--- src/rtl/bird_pkg.sv ---
// Shared constants and types for the bird sprite renderer.
package bird_pkg;
  localparam int SPRITE_W = 24;
  localparam int SPRITE_H = 24;
  localparam logic [11:0] KEY_COLOR = 12'hF0F;
  localparam int RENDER_LAT = 3;
  localparam int ADDR_W = 5;

  typedef logic [11:0] rgb12_t;

  // Per-pixel sideband that travels alongside the ROM lookup.
  typedef struct packed {
    logic   video_on;
    logic   hsync;
    logic   vsync;
    rgb12_t bg_rgb;
    logic   pipe_on;
    logic   in_box;
  } side_t;
endpackage

--- src/rtl/bird_sync_delay.sv ---
// N-stage shift register for the per-pixel sideband (sync, video_on, bg, pipe, in_box).
module bird_sync_delay
  import bird_pkg::*;
#(
  parameter int STAGES = 2
) (
  input  logic  clk,
  input  logic  rst_n,
  input  side_t din,
  output side_t dout
);
  side_t [STAGES-1:0] stg_q, stg_d;

  always_comb begin
    stg_d    = stg_q;
    stg_d[0] = din;
    for (int i = 1; i < STAGES; i++) stg_d[i] = stg_q[i-1];
  end

  always_ff @(posedge clk or negedge rst_n) begin
    if (!rst_n) stg_q <= '0;
    else        stg_q <= stg_d;
  end

  assign dout = stg_q[STAGES-1];
endmodule

--- src/rtl/bird_sprite_renderer.sv ---
// Bird sprite ROM consumer: address generation, colour-key compositing and sticky collision.
// Define BIRD_SCALE2X_EN to draw each ROM texel as a 2x2 screen block.
module bird_sprite_renderer #(
  parameter int          X_W       = 10,
  parameter int          Y_W       = 10,
  parameter int          SPRITE_W  = bird_pkg::SPRITE_W,
  parameter int          SPRITE_H  = bird_pkg::SPRITE_H,
  parameter logic [11:0] KEY_COLOR = bird_pkg::KEY_COLOR
) (
  input  logic           clk,
  input  logic           rst_n,
  input  logic           frame_start,
  input  logic [X_W-1:0] bird_x,
  input  logic [Y_W-1:0] bird_y,
  input  logic [X_W-1:0] pixel_x,
  input  logic [Y_W-1:0] pixel_y,
  input  logic           video_on,
  input  logic           hsync_in,
  input  logic           vsync_in,
  input  logic [11:0]    bg_rgb,
  input  logic           pipe_on,
  input  logic           collide_clr,
  output logic [4:0]     rom_row,
  output logic [4:0]     rom_col,
  input  logic [11:0]    rom_pixel,
  output logic [11:0]    rgb_out,
  output logic           video_on_out,
  output logic           hsync_out,
  output logic           vsync_out,
  output logic           bird_on,
  output logic           collide
);
  import bird_pkg::*;

`ifdef BIRD_SCALE2X_EN
  localparam int SH = 1;
`else
  localparam int SH = 0;
`endif

  // Box extents held one bit wider than the scan so a bird near the edge cannot wrap.
  localparam logic [X_W:0] BOX_W = (X_W+1)'(SPRITE_W << SH);
  localparam logic [Y_W:0] BOX_H = (Y_W+1)'(SPRITE_H << SH);

  logic [X_W-1:0]    bird_x_q, bird_x_d;
  logic [Y_W-1:0]    bird_y_q, bird_y_d;
  logic [ADDR_W-1:0] rom_row_q, rom_row_d, rom_col_q, rom_col_d;
  rgb12_t            rgb_q, rgb_d;
  logic              bird_on_q, bird_on_d;
  logic              video_on_q, video_on_d;
  logic              hsync_q, hsync_d, vsync_q, vsync_d;
  logic              collide_q, collide_d;
  logic              in_box, opaque;
  side_t             side_in, side_d2;

  always_comb begin
    bird_x_d = frame_start ? bird_x : bird_x_q;
    bird_y_d = frame_start ? bird_y : bird_y_q;

    in_box = video_on
          && ({1'b0, pixel_x} >= {1'b0, bird_x_q})
          && ({1'b0, pixel_x} <  ({1'b0, bird_x_q} + BOX_W))
          && ({1'b0, pixel_y} >= {1'b0, bird_y_q})
          && ({1'b0, pixel_y} <  ({1'b0, bird_y_q} + BOX_H));

    rom_col_d = in_box ? ADDR_W'((pixel_x - bird_x_q) >> SH) : '0;
    rom_row_d = in_box ? ADDR_W'((pixel_y - bird_y_q) >> SH) : '0;

    side_in.video_on = video_on;
    side_in.hsync    = hsync_in;
    side_in.vsync    = vsync_in;
    side_in.bg_rgb   = bg_rgb;
    side_in.pipe_on  = pipe_on;
    side_in.in_box   = in_box;
  end

  bird_sync_delay #(.STAGES(RENDER_LAT - 1)) u_dly (
    .clk  (clk),
    .rst_n(rst_n),
    .din  (side_in),
    .dout (side_d2)
  );

  always_comb begin
    opaque     = side_d2.in_box && (rom_pixel != KEY_COLOR);
    rgb_d      = opaque ? rom_pixel : (side_d2.video_on ? side_d2.bg_rgb : 12'h000);
    bird_on_d  = opaque;
    video_on_d = side_d2.video_on;
    hsync_d    = side_d2.hsync;
    vsync_d    = side_d2.vsync;
    // A hit on the same edge as a clear keeps the flag set.
    if (opaque && side_d2.pipe_on) collide_d = 1'b1;
    else if (collide_clr)          collide_d = 1'b0;
    else                           collide_d = collide_q;
  end

  always_ff @(posedge clk or negedge rst_n) begin
    if (!rst_n) begin
      bird_x_q   <= '0;
      bird_y_q   <= '0;
      rom_row_q  <= '0;
      rom_col_q  <= '0;
      rgb_q      <= '0;
      bird_on_q  <= 1'b0;
      video_on_q <= 1'b0;
      hsync_q    <= 1'b0;
      vsync_q    <= 1'b0;
      collide_q  <= 1'b0;
    end else begin
      bird_x_q   <= bird_x_d;
      bird_y_q   <= bird_y_d;
      rom_row_q  <= rom_row_d;
      rom_col_q  <= rom_col_d;
      rgb_q      <= rgb_d;
      bird_on_q  <= bird_on_d;
      video_on_q <= video_on_d;
      hsync_q    <= hsync_d;
      vsync_q    <= vsync_d;
      collide_q  <= collide_d;
    end
  end

  assign rom_row      = rom_row_q;
  assign rom_col      = rom_col_q;
  assign rgb_out      = rgb_q;
  assign bird_on      = bird_on_q;
  assign video_on_out = video_on_q;
  assign hsync_out    = hsync_q;
  assign vsync_out    = vsync_q;
  assign collide      = collide_q;
endmodule
--- config.mk ---
export PLATFORM = sky130hd
export DESIGN_NAME = bird_sprite_renderer
export DESIGN_NICKNAME = d
export VERILOG_FILES = /design/src/rtl/bird_pkg.sv /design/src/rtl/bird_sync_delay.sv /design/src/rtl/bird_sprite_renderer.sv
export SDC_FILE = /design/constraint.sdc
export NUM_CORES = 1
export LEC_CHECK = 0
export BUFFER_PORTS_ARGS = -buffer_cell sky130_fd_sc_hd__buf_2
export CAP_MARGIN = 40
export CORE_ASPECT_RATIO = 1.75
export CORE_UTILIZATION = 53
export DETAILED_ROUTE_END_ITERATION = 8
export PLACE_DENSITY_LB_ADDON = 0.25
export SETUP_SLACK_MARGIN = 0.4
export SYNTH_ARGS = -nofsm -noshare
export SYNTH_HDL_FRONTEND = slang
export SYNTH_SLANG_ARGS = --single-unit
--- constraint.sdc ---
create_clock -name clk -period 3.05 [get_ports clk]
set_input_delay 0.61 -clock clk [delete_from_list [all_inputs] [get_ports clk]]
set_output_delay 0.61 -clock clk [all_outputs]
set_load 0.02 [all_outputs]
; Yosys cells after proc, flatten, opt, wreduce, memory -nomap -nowiden
; Cells that the tools add are included.
; W data, S select, Z words.
[word_totals]
word_cells = 44
rom_bits = 0
register_bits = 81
in_bits = 72
mem_bits_rw = 0
latchBits = 0
memories = 0
output_inout_bits = 27
[op_classes]
addsub = 4
magnitude_cmp = 4
n_eq_ne = 1
n_bitwise = 0
div = 0
muxes = 6
n_reduce_logical = 7
n_mul = 0
shifts = 0
[ops]
columns = op, count
row1 = $mux W12, 2
row2 = $add A10 B5 Y11 const B, 2
row3 = $lt A10 B11 Y1, 2
row4 = $ge A10 B10 Y1, 2
row5 = $ne A12 B12 Y1 const B, 1
row6 = $mux W5, 2
row7 = $sub A5 B5 Y5, 2
row8 = $logic_and A1 B1 Y1, 6
row9 = $mux W1, 2
row10 = $reduce_bool A2 Y1, 1

; Logic depth before layout (Yosys ltp)
[depth]
depth_word = 6
mapped_depth = 12
depth_no_buf = 11

; Modules after synthesis
; From an unflattened synthesis, not the netlist that was laid out.
[unflattened]
hier_cells = 327
area_unflattened_um2 = 3733.6
[modules_own_cells]
columns = mod, cells_per_inst, n_inst, area_per_inst_um2, seq_area_each_um2
row1 = bird_sprite_renderer, 293, 1, 2882.8, 1176.1
row2 = bird_sync_delay, 34, 1, 850.8, 850.8

; Worst setup path after synthesis
; No wires, ideal clock.
[synth_timing]
kind = register -> register
start = reg bird_y_q[3]
end = reg rom_col_q[3] (netlist: rom_col[3])
stages_incl_launch_ff = 13
period_less_slack_ps = 2281
path_slack_ps = 769
required_ps = 2955
path_buffers = 1
setup_time_ps = 95
arrival_ps = 2186
path_cell_list = dfrtp_1 inv_1 ha_1 nor3_1 nand3_1 xnor2_1 ha_1 nor4_1 nand2_1 o31ai_1 a211oi_1 buf_2 nor4b_2
[synth_between]
elab_chain_cells = 4
elab_cells_between_ends = 6
cone_classes = add/sub: 1 / order compare: 2 / mux: 1 / reduce/logical: 2
[synth_lines]
columns = element, line
row1 = start: declaration, bird_sprite_renderer.sv:46  ; logic [Y_W-1:0] bird_y_q, bird_y_d;
row2 = start signal: assignment, bird_sprite_renderer.sv:111  ; bird_y_q <= bird_y_d;
row3 = $add A10 B5 Y11 / $ge A10 B10 Y1 (equally long branches), "bird_sprite_renderer.sv:64, bird_sprite_renderer.sv:63"
row4 = $lt A10 B11 Y1 / $logic_and A1 B1 Y1 (equally long branches), "bird_sprite_renderer.sv:64, bird_sprite_renderer.sv:63"
row5 = $logic_and A1 B1 Y1 (*), bird_sprite_renderer.sv:64  ; && ({1'b0, pixel_y} < ({1'b0, bird_y_q} + BOX_H));
row6 = $mux W5 (*), bird_sprite_renderer.sv:66  ; rom_col_d = in_box ? ADDR_W'((pixel_x - bird_x_q) >> SH) : '0;
row7 = via rom_col_d[3], bird_sprite_renderer.sv:47  ; logic [ADDR_W-1:0] rom_row_q, rom_row_d, rom_col_q, rom_col_d;
row8 = end signal: assignment, bird_sprite_renderer.sv:113  ; rom_col_q <= rom_col_d;
row9 = end: declaration, bird_sprite_renderer.sv:47
; The timed path passes the listed nets; every way through them passes the cells marked *.
; A chain may end at the register's enable or synchronous reset.

; Worst setup path in the final report
[layout_timing]
start = reg bird_x_q[3]
end = reg rom_row_q[3] (netlist: rom_row[3])
[layout_between]
elab_chain_cells = 6
elab_cells_between_ends = 8
cone_classes = add/sub: 1 / order compare: 2 / mux: 1 / reduce/logical: 4
[layout_lines]
columns = element, line
row1 = start: declaration, bird_sprite_renderer.sv:45  ; logic [X_W-1:0] bird_x_q, bird_x_d;
row2 = start signal: assignment, bird_sprite_renderer.sv:110  ; bird_x_q <= bird_x_d;
row3 = $add A10 B5 Y11 / $ge A10 B10 Y1 (equally long branches), "bird_sprite_renderer.sv:62, bird_sprite_renderer.sv:61"
row4 = $lt A10 B11 Y1 / $logic_and A1 B1 Y1 (equally long branches), "bird_sprite_renderer.sv:62, bird_sprite_renderer.sv:61"
row5 = $logic_and A1 B1 Y1 (*), bird_sprite_renderer.sv:62  ; && ({1'b0, pixel_x} < ({1'b0, bird_x_q} + BOX_W))
row6 = $logic_and A1 B1 Y1 (*), bird_sprite_renderer.sv:63  ; && ({1'b0, pixel_y} >= {1'b0, bird_y_q})
row7 = $logic_and A1 B1 Y1 (*), bird_sprite_renderer.sv:64
row8 = $mux W5 (*), bird_sprite_renderer.sv:67  ; rom_row_d = in_box ? ADDR_W'((pixel_y - bird_y_q) >> SH) : '0;
row9 = via rom_row_d[3], bird_sprite_renderer.sv:47
row10 = end signal: assignment, bird_sprite_renderer.sv:112  ; rom_row_q <= rom_row_d;
row11 = end: declaration, bird_sprite_renderer.sv:47
; Marked as above.

==> impl_metrics.csv <==
group,metric,value,unit
status,status,"finished clean",
synthesis,ys_types,41,
clock_tree,clk_pin_slew,0.06,ns
clock_tree,cts-root-buf,"clkbuf_16",
clock_tree,cts_max_level,3,
synthesis,avgSynthCellArea,11.4,µm²
critical_path,endpoint_kind,"register",
flow_run,max-cap-violations,0,
sta,final_max_slew_viol_count,0,
critical_path,crit_type,"register to register",
pwr,ir_worst_vdd,0.000374,V
sta,rsz0062_at_grt,"no",
placement,numPortBuffers,98,
critical_path,rrSetupSlack,0.55,ns
sta,period_needed,2.50,ns
floorplanning,fp-row-count,40,
drt,firstDrtPassIters,4,
clock_tree,numCtsBuffers,9,
layout,drive_gt1_frac,0.331,
global_route,grt_pass1_vias,2994,
floorplanning,ios,99,
critical_path,reg2reg_to,"rom_row[3]$_DFF_PN0_",
global_route,grt_pass1_wl,13300,µm
min_path,hp-class,"primary input to asynchronous set/reset pin",
floorplanning,initial_utilization,0.545,
sta,finalSetupViolations,0,
drt,viasPerCell,5.41,
floorplanning,die_area,0.00740,mm²
global_route,overflow,0,
clock_tree,cts_sinks,81,
sta,finalHoldViolations,0,
global_route,grt_util_all_layers,0.245,
layout,fin_area,0.00474,mm²
floorplanning,die_w,65.4,µm
layout,area_growth,26.9,%
synthesis,postSynthCellCount,327,
drt,wl_per_cell,15.8,µm
layout,fillers,536,
placement,post-dp-hpwl,6100,µm
critical_path,rr_startpoint,"bird_x_q[3]$_DFFE_PN0P_",
critical_path,crit_start,"bird_x_q[3]$_DFFE_PN0P_",
synthesis,yosys_warnings,0,
layout,layout_commonest_cell,"buf_2",
pwr,p_leak,0.00238,µW
clock_tree,clock_latency,0.34,ns
synthesis,seq_area_frac_synth,0.543,
pwr,power_density,616,mW/mm²
critical_path,cp_max_fo,6,
placement,place_area,0.00434,mm²
layout,nets,543,
sta,period_share,0.821,
clock_tree,cts_tree,"yes",
critical_path,startpoint_type,"register",
drt,vias,2825,
drt,drc,0,
drt,wl,8270,µm
synthesis,syn-num-nets,437,
synthesis,netlist_area,0.00373,mm²
floorplanning,core_area,0.00686,mm²
sta,setup-tns-final,0,ns
floorplanning,die_h,113,µm
sta,relSlewSlack,0.615,
critical_path,reg2regPathDepth,10,
global_route,grt_start_max_net_pins,57,
critical_path,worstPathRequired,3.29,ns
synthesis,ys_ff_latch,81,
drt,ant_nets,0,
clock_tree,clockBufferDepth,2,
critical_path,endpoint,"rom_row[3]$_DFF_PN0_",
drt,drtIter0Drc,183,
sta,worst_pin_slew,0.577,ns
pwr,power,2920,µW
layout,diodes,0,
sta,clock_skew,0.00655,ns
sta,max_freq,0.399,GHz
layout,layout_common_cells,"97 x buf_2, 81 x dfrtp_1, 49 x nand2_1",
placement,gp_congestion,0.882,
global_route,antenna_found_initial,0,
critical_path,worstPathArrival,2.75,ns
-- critical path, cell delays in order, from the launching register on --
cell,delay (ns)
dfrtp_1,0.39
clkinv_1,0.15
ha_1,0.27
xor2_1,0.15
ha_1,0.19
a211oi_2,0.28
nand2_1,0.11
a211oi_2,0.24
a21oi_2,0.15
buf_4,0.19
nor4_2,0.27
-- Yosys cell counts --
cell / n / area share
a2111o_1: 1 / 0.0030
clkinv_1: 1 / 0.0010
nand2b_1: 1 / 0.0017
nor4b_1: 1 / 0.0023
o21a_1: 5 / 0.010
xnor2_1: 11 / 0.026
a21o_1: 6 / 0.012
nand3_1: 12 / 0.016
o21ai_0: 26 / 0.035
a21oi_1: 10 / 0.013
nor4b_2: 2 / 0.0080
o22a_1: 1 / 0.0023
nor3_1: 3 / 0.0040
ha_1: 36 / 0.12
o2111ai_1: 3 / 0.0070
nor2_1: 5 / 0.0050
o211ai_1: 1 / 0.0020
dfrtp_1: 81 / 0.54
o31ai_1: 1 / 0.0020
nand2_1: 49 / 0.049
xor2_1: 5 / 0.012
a21oi_2: 2 / 0.0047
inv_1: 22 / 0.022
a211oi_1: 4 / 0.0080
a211o_1: 1 / 0.0023
a31oi_1: 1 / 0.0017
nand4b_1: 2 / 0.0047
clkbuf_1: 6 / 0.0060
o221ai_2: 1 / 0.0040
fa_1: 2 / 0.011
inv_2: 1 / 0.0010
nor4_2: 7 / 0.023
buf_6: 1 / 0.0030
buf_2: 1 / 0.0013
nor2b_1: 3 / 0.0050
mux2_2: 2 / 0.0060
o31ai_4: 1 / 0.0057
nor4_1: 2 / 0.0034
buf_4: 1 / 0.0020
o21ai_1: 2 / 0.0027
nand4_1: 4 / 0.0067
-- stage by stage --
step / hold slack, ns / util / instances / setup WS [ns]
floorplan: 0.314 / - / 327 / 0.769
global route: 0.207 / 0.691 / 522 / 0.374
CTS: 0.188 / 0.684 / 520 / 0.413
detailed placement: 0.335 / 0.633 / 504 / 0.314
finish: 0.191 / 0.691 / 522 / 0.545
global placement: 0.331 / 0.627 / 501 / 0.261
-- flip-flops by register name, indices dropped and copies added (netlist names), 5 cells and up --
register	cells
u_dly.dout	17
u_dly.stg_d	17
rgb_out	12
bird_x_q	10
bird_y_q	10
rom_col	5
rom_row	5
-- area by class of cell --
| cell class | instances | area, µm² | area share |
|---|---|---|---|
| Tap cell | 84 | 105 | 0.0222 |
| Multi-Input combinational cell | 213 | 1620 | 0.341 |
| Clock buffer | 11 | 253 | 0.0533 |
| Clock inverter | 5 | 86.3 | 0.0182 |
| Timing Repair Buffer | 104 | 562 | 0.119 |
| Inverter | 24 | 90.1 | 0.0190 |
| Sequential cell | 81 | 2030 | 0.428 |
-- metal layers --
layer / up-vias / share of wire / track usage / wire length [µm]
met4: 0 / 0.047 / 0.164 / 388
met1: 1351 / 0.35 / 0.243 / 2900
met2: 95 / 0.56 / 0.442 / 4590
li1: 1352 / - / - / -
met3: 27 / 0.048 / 0.0494 / 393
met5: - / 0 / 0 / 0
-- where the power goes --
group	leakage (µW)	total, µW	switching, µW	internal, µW
combinational	0.00121	551	320	231
sequential	0.000998	1180	33.9	1150
clock	0.000166	1190	425	767
total	0.00238	2920	779	2140
-- cells by family after synthesis --
group	synth area share
xor+xnor	0.0375
flops	0.543
fa+ha+maj	0.131
buf+inv	0.0365
mux	0.00603
compound gates	0.116
simple gates	0.130
-- worst min path at each step --
stage,slack (ns),start,end,cells after the start
5_1_grt,0.21,rst_n,bird_y_q[0]$_DFFE_PN0P_,1
6_report,0.19,rst_n,bird_y_q[0]$_DFFE_PN0P_,1
4_1_cts,0.19,rst_n,bird_y_q[0]$_DFFE_PN0P_,1
3_5_place_dp,0.33,u_dly.stg_d[28]$_DFF_PN0_,u_dly.dout[11]$_DFF_PN0_,0
3_3_place_gp,0.33,u_dly.stg_d[24]$_DFF_PN0_,u_dly.dout[7]$_DFF_PN0_,0
2_1_floorplan,0.31,rst_n,bird_on$_DFF_PN0_,0
-- timing repair --
action	4_1_cts	5_1_grt
hold buffers	0	0
pin swaps	0	2
setup buffers	0	2
gates resized for setup	2	7
setup endpoints to repair	7	11
Note: power is estimated with default switching activity, not from simulation.
